`config.mk`:
```
export PLATFORM = sky130hd
export DESIGN_NAME = mem_arbiter
export DESIGN_NICKNAME = d
export VERILOG_FILES = /design/src/rtl/mem_arbiter.sv
export SDC_FILE = /design/constraint.sdc
export NUM_CORES = 1
export LEC_CHECK = 0
export ABC_AREA = 1
export CAP_MARGIN = 25
export CORE_ASPECT_RATIO = 0.5
export CORE_UTILIZATION = 30
export DETAILED_ROUTE_END_ITERATION = 10
export PLACE_DENSITY = 0.73
export SETUP_SLACK_MARGIN = 0.05
export SYNTH_ARGS = -nofsm -noshare
export SYNTH_HDL_FRONTEND = slang
export SYNTH_SLANG_ARGS = --single-unit
```
`constraint.sdc`:
```
create_clock -name clk -period 9.8 [get_ports clk]
set_clock_uncertainty 0.15 [all_clocks]
set_input_delay 0.98 -clock clk [delete_from_list [all_inputs] [get_ports clk]]
set_output_delay 0.98 -clock clk [all_outputs]
set_load 0.01 [all_outputs]
```
`src/rtl/mem_arbiter.sv`:
```
// Arbitrates one shared single-port memory between an instruction-fetch and a data requester.
// Data normally wins ties; a fetch that has watched MAX_WAIT data grants go by takes the next tie.
module mem_arbiter #(
   parameter int unsigned MAX_WAIT = 4
) (
   input  logic        clk,
   input  logic        reset,
   input  logic        ireq,
   input  logic [31:0] iaddr,
   output logic        iresp_valid,
   output logic [31:0] iresp_data,
   input  logic        dreq,
   input  logic        dwrite,
   input  logic [31:0] daddr,
   input  logic [31:0] dwdata,
   output logic        dresp_valid,
   output logic [31:0] dresp_data,
   output logic        mreq,
   output logic        mwrite,
   output logic [31:0] maddr,
   output logic [31:0] mwdata,
   input  logic        mready,
   input  logic [31:0] mrdata,
   output logic        stall_i,
   output logic        stall_d,
   output logic [1:0]  dbg_state,
   output logic [2:0]  dbg_starve_cnt
);

   // Handshake: a requester raises req and holds it (with stable address/data) until it sees
   // its one-cycle resp_valid; the memory side finishes the access in any cycle with mready high.
   typedef enum logic [1:0] {
      IDLE   = 2'd0,
      I_BUSY = 2'd1,
      D_BUSY = 2'd2
   } state_t;

   localparam logic [2:0] MAX_WAIT_C = 3'(MAX_WAIT);

   state_t      state_q, state_d;
   logic [2:0]  starve_q, starve_d;
   logic        mreq_q, mreq_d;
   logic        mwrite_q, mwrite_d;
   logic [31:0] maddr_q, maddr_d;
   logic [31:0] mwdata_q, mwdata_d;
   logic        iresp_valid_q, iresp_valid_d;
   logic [31:0] iresp_data_q, iresp_data_d;
   logic        dresp_valid_q, dresp_valid_d;
   logic [31:0] dresp_data_q, dresp_data_d;
   logic        i_elig, d_elig;

   // A requester whose response is on the outputs this cycle is still holding req; skip it.
   assign i_elig = ireq & ~iresp_valid_q;
   assign d_elig = dreq & ~dresp_valid_q;

   always_comb begin
      state_d       = state_q;
      starve_d      = starve_q;
      mreq_d        = mreq_q;
      mwrite_d      = mwrite_q;
      maddr_d       = maddr_q;
      mwdata_d      = mwdata_q;
      iresp_valid_d = 1'b0;
      iresp_data_d  = 32'd0;
      dresp_valid_d = 1'b0;
      dresp_data_d  = 32'd0;
      case (state_q)
         IDLE: begin
            if (i_elig && (!d_elig || starve_q == MAX_WAIT_C)) begin
               state_d  = I_BUSY;
               starve_d = 3'd0;
               mreq_d   = 1'b1;
               mwrite_d = 1'b0;
               maddr_d  = iaddr;
               mwdata_d = 32'd0;
            end else if (d_elig) begin
               state_d  = D_BUSY;
               mreq_d   = 1'b1;
               mwrite_d = dwrite;
               maddr_d  = daddr;
               mwdata_d = dwdata;
               if (ireq && starve_q < MAX_WAIT_C) begin
                  starve_d = starve_q + 3'd1;
               end
            end
         end
         I_BUSY, D_BUSY: begin
            if (mready) begin
               state_d  = IDLE;
               mreq_d   = 1'b0;
               mwrite_d = 1'b0;
               maddr_d  = 32'd0;
               mwdata_d = 32'd0;
               if (state_q == I_BUSY) begin
                  iresp_valid_d = 1'b1;
                  iresp_data_d  = mrdata;
               end else begin
                  dresp_valid_d = 1'b1;
                  dresp_data_d  = mwrite_q ? 32'd0 : mrdata;
               end
            end
         end
         default: begin
            state_d  = IDLE;
            mreq_d   = 1'b0;
            mwrite_d = 1'b0;
            maddr_d  = 32'd0;
            mwdata_d = 32'd0;
         end
      endcase
   end

   always_ff @(posedge clk or posedge reset) begin
      if (reset) begin
         state_q       <= IDLE;
         starve_q      <= 3'd0;
         mreq_q        <= 1'b0;
         mwrite_q      <= 1'b0;
         maddr_q       <= 32'd0;
         mwdata_q      <= 32'd0;
         iresp_valid_q <= 1'b0;
         iresp_data_q  <= 32'd0;
         dresp_valid_q <= 1'b0;
         dresp_data_q  <= 32'd0;
      end else begin
         state_q       <= state_d;
         starve_q      <= starve_d;
         mreq_q        <= mreq_d;
         mwrite_q      <= mwrite_d;
         maddr_q       <= maddr_d;
         mwdata_q      <= mwdata_d;
         iresp_valid_q <= iresp_valid_d;
         iresp_data_q  <= iresp_data_d;
         dresp_valid_q <= dresp_valid_d;
         dresp_data_q  <= dresp_data_d;
      end
   end

   assign mreq           = mreq_q;
   assign mwrite         = mwrite_q;
   assign maddr          = maddr_q;
   assign mwdata         = mwdata_q;
   assign iresp_valid    = iresp_valid_q;
   assign iresp_data     = iresp_data_q;
   assign dresp_valid    = dresp_valid_q;
   assign dresp_data     = dresp_data_q;
   assign stall_i        = ireq & ~iresp_valid_q;
   assign stall_d        = dreq & ~dresp_valid_q;
   assign dbg_state      = state_q;
   assign dbg_starve_cnt = starve_q;

endmodule

```
## After elaboration in Yosys (flattened, before gate mapping)

Cells that the tools add are included.

| word-level totals | value |
|---|---|
| input bits | 134 |
| memory bits (read-only) | 0 |
| latch bits | 0 |
| memories | 0 |
| bits in registers | 137 |
| memory bits (writable) | 0 |
| word-level logic and storage cells | 65 |
| output and inout port bits | 139 |

| operators by class | value |
|---|---|
| $mul | 0 |
| div/mod/pow operators | 0 |
| mux-type cells | 34 |
| reductions and logical operators | 10 |
| eq/ne operators | 5 |
| order comparisons | 1 |
| add/sub/neg operators | 1 |
| shift operators | 0 |
| bitwise gates (word level) | 4 |

Operator list:

| kind | count |
|---|---|
| 32-bit 2-to-1 mux | 12 |
| 32-bit case mux with 2 select lines | 2 |
| 1-bit 2-to-1 mux | 11 |
| 3-bit 2-to-1 mux | 3 |
| 2-bit 2-to-1 mux | 3 |
| 1-bit case mux with 2 select lines | 2 |
| 2-bit case mux with 2 select lines | 1 |
| 2-bit nonzero test | 2 |
| 3-bit by 1-bit adder with 3-bit output (second input constant) | 1 |
| 3-bit == test (second input constant) | 1 |
| 3-bit < comparator (second input constant) | 1 |
| 3-bit != test (second input constant) | 1 |
| 3-bit AND reduction | 1 |
| 1-bit AND | 2 |
| 2-bit by 1-bit == test with 1-bit output (second input constant) | 1 |
| 2-bit == test (second input constant) | 1 |
| 1-bit logical AND | 2 |
| 2-bit zero test | 1 |
| 2-bit != test (second input constant) | 1 |
| 1-bit inverter | 2 |
| 2-bit AND reduction | 1 |
| 2-bit OR reduction | 1 |
| 1-bit zero test | 1 |
| 1-bit logical OR | 1 |

## Depth between registers and ports, before layout

| depth | value |
|---|---|
| depth after elaboration | 7 |
| gate-level depth with buffers | 11 |
| depth with buffers taken out | 9 |

## Least setup slack after synthesis

No wires, ideal clock.

| timing | value |
|---|---|
| path type | input -> output |
| from | in ireq |
| to | out stall_i |
| arrival | 1.362 ns |
| data required time | 8.670 ns |
| stages | 3 |
| buffers on the path | 1 |
| slack | 7.308 ns |
| path through | inv_1 nor2_4 buf_2 |

| on the way | value |
|---|---|
| cells in the longest elaborated chain, start to end | 1 |

RTL lines:

| what | line | source |
|---|---|---|
| start: declaration | 8 | `input logic ireq,` |
| 1-bit AND | 147 | `assign stall_i = ireq & ~iresp_valid_q;` |
| end: declaration | 24 | `output logic stall_i,` |

No other way between the ends.

## Worst setup path in the final report

Same ends and word-level chain as after synthesis.

==> qor.txt <==
CTS Buf Count -> 17
routability cong. -> 0.798
post-synthesis net count -> 749
EDFF count, synth -> 0
Core Box Area -> 17600 µm²
post-layout min period -> 3.93 ns
Crit. End Element -> primary output
max-cap violations -> 0
crit path DAT -> 2.80 ns
crit-path cells -> clkdlybuf4s50_1 -> inv_1 -> nor2_4 -> clkdlybuf4s50_1
commonest cells in the synthesized netlist -> 250 x nand2_1, 137 x dfrtp_1, 65 x nor2_1
buffers added on ports -> 272
Critical Path Start Type -> input pin
Leak Pwr -> 4.47 nW
Cells after Synth -> 611
DRC Markers -> 22
Synth top area share -> 62.9%
Final Hold Viols -> 0
gr ovfl total -> 0
Main synth FF type -> dfrtp_1
RSZ-0062 raised after global routing -> false
synth top area cells -> dfrtp_1 63%, nand2_1 17%, nand3_1 5.6%
vias per cell -> 4.33
Cell Count, Final, Fillers Out -> 1123
cts repair resizes -> 0
drt total wl -> 15.7 mm
die area -> 18700 µm²
Pre-antenna DRT Iters -> 7
Min-Delay Path Class -> reg -> reg
count of placed standard cells including taps -> 1090
# IOs -> 273
sequential element share of the synthesized area -> 62.9%
WS Path Type -> in -> out
CP bufs+invs -> 3
Util after Layout -> 50.8%
row cnt -> 34
post-route cell area -> 8930 µm²
Final Setup Violations -> 0
violated checks -> DRC
CTS tree -> yes
Antenna Nets Post-Route -> 0
Netlist cell types -> 21
fillers -> 1600
Yosys Warn Count -> 0
status -> complete, but fails checks
htree depth -> 4
Critical Path Fanout Max -> 34
Mean Syn Cell Area -> 8.92 µm²
vias -> 4859
Slew Viols, Final -> 0
VDD IR-drop max -> 137 µV
final worst slack -> 5.87 ns
Worst Path Required -> 8.67 ns
Rel. slew slack -> 48.5%
ys async rst share -> 100%
initial antenna violation count -> 0
Die W -> 193 µm
Detailed Route Iter0 Violations -> 294
first-pass GRT wire length -> 24.8 mm
# nets final -> 1014
Power per Cell Area -> 266 nW/µm²
Cell Area, Synth -> 5450 µm²
area leader, netlist -> dfrtp_1
count leader, synth -> nand2_1
Antenna diodes -> 0
Clock Tree Buf Depth -> 2
Final Cycle Share -> 40.1%
slowest CP cell -> clkdlybuf4s50_1
Starting Density -> 31.0%
Post-CTS Hold Buffers -> 0
Max stage delay on crit path -> 0.67 ns
family with the most delay on the worst path -> buffers and inverters
Slew @ Worst Pin -> 0.770 ns
setup_tns -> 0 ns
most frequent CP cell -> clkdlybuf4s50_1
Fmax -> 0.254 GHz
dpl ws -> 5.84 ns
register bit total from synthesis -> 137
fraction of layout cells with a size suffix above 1 -> 5.29%
clk root buf -> clkbuf_16
largest net degree at the start of global routing -> 73
post-CTS setup buffers -> 0
clk slew on worst S/H paths -> 0.06 ns
GRT Total Usage -> 17.2%
Layout area overhead -> 63.9%
clock sinks -> 137
dpl cell area -> 8310 µm²
WL/cell -> 14.0 µm
HPWL after DPL -> 10.9 mm
clk_lat worst skew -> 0.41 ns
die height -> 97.3 µm
number of global-route vias before repair -> 5007
-- worst reg2reg max path, stage by stage (launching register included) --
cell and delay [ns]:
dfrtp_1 0.40, inv_1 0.09, ha_1 0.14, buf_4 0.36, nand3_1 0.16, nand2_2 0.07
buf_4 0.59, inv_2 0.45, nand3_1 0.21, nand2_1 0.07
-- state kept, by name, summed over array words and instances, names as in the netlist --
| name | cells |
|---|---|
| maddr | 32 |
| dresp_valid | 1 |
| iresp_valid | 1 |
| dbg_state | 2 |
| iresp_data | 32 |
| mreq | 1 |
| mwdata | 32 |
| mwrite | 1 |
| dbg_starve_cnt | 3 |
| dresp_data | 32 |
-- layout make-up --
cell class / count / area, µm² / area share, %
inverters: 45 / 174 / 1.95
clock buffers: 17 / 425 / 4.76
multi-input cells: 396 / 1650 / 18.5
clock inverters: 15 / 164 / 1.84
repair buffers: 279 / 2800 / 31.3
flip-flops and latches: 137 / 3430 / 38.4
well taps: 234 / 293 / 3.28
-- final timing paths --
kind	startpoint	endpoint	slack (ns)	cells after the start
max in group asynchronous	reset	maddr[27]	7.67	4
hold reg to reg	maddr[17]	maddr[17]	0.33	2
setup / recovery	ireq	stall_i	5.87	4
min in group asynchronous	reset	dresp_data[20]	0.87	2
setup reg to reg	dbg_state[1]	maddr[10]	7.00	9
hold / removal	maddr[17]	maddr[17]	0.33	2
-- kinds of logic (layout without fill, tap and decap cells) --
group	count (synthesis)	in the layout	share of synthesized area, %
and+or+nand+nor	385	385	28.6
DFF	137	137	62.9
buffers and inverters	78	356	6.82
AOI/OAI and AO/OA	6	6	0.597
adders and majority gates	4	4	0.919
xor gates and xnor gates	1	1	0.161
-- layout by cell type (no fill, tap or decap) --
cell / synthesis / final
nor2_1: 65 / 65
nand4_1: 4 / 4
buf_4: 2 / 6
dfrtp_1: 137 / 137
inv_1: 43 / 42
clkinv_2: 0 / 2
ha_1: 4 / 4
clkdlybuf4s50_1: 0 / 272
clkbuf_16: 0 / 17
nand2_1: 250 / 250
or2_2: 1 / 1
o21ai_0: 2 / 2
xor2_1: 1 / 1
bufinv_16: 0 / 2
nand2_2: 1 / 1
nand3_1: 61 / 61
nand3_2: 1 / 1
inv_2: 2 / 2
a21boi_0: 1 / 1
inv_6: 0 / 7
clkinv_4: 0 / 3
o21ai_1: 3 / 3
clkinvlp_4: 0 / 2
nor2_4: 2 / 2
buf_16: 0 / 1
-- report_power, final --
group / internal (mW) / total, mW / leakage (nW) / switching [mW]
clock network: 0.380 / 0.636 / 0.285 / 0.256
registers: 0.719 / 0.794 / 1.84 / 0.0747
logic: 0.423 / 0.941 / 2.35 / 0.518
-- routing by layer --
metal  GRT usage, %  part of all wire (%)  vias up
li1               -                     -     2390
met1           18.7                    39     2296
met2           30.8                    52      136
met3           5.06                   6.0       37
met4           7.45                   3.3        0
met5              0                     0        -
-- metrics by stage --
| stage | hold slack, ns | total power [mW] |
|---|---|---|
| global placement | 0.311 | 1.74 |
| detailed placement | 0.315 | 1.76 |
| floorplan | 0.356 | 1.31 |
| global route | 0.346 | 2.54 |
| CTS | 0.331 | 2.42 |
| finish | 0.327 | 2.37 |
Note: power is estimated with default switching activity, not from simulation.
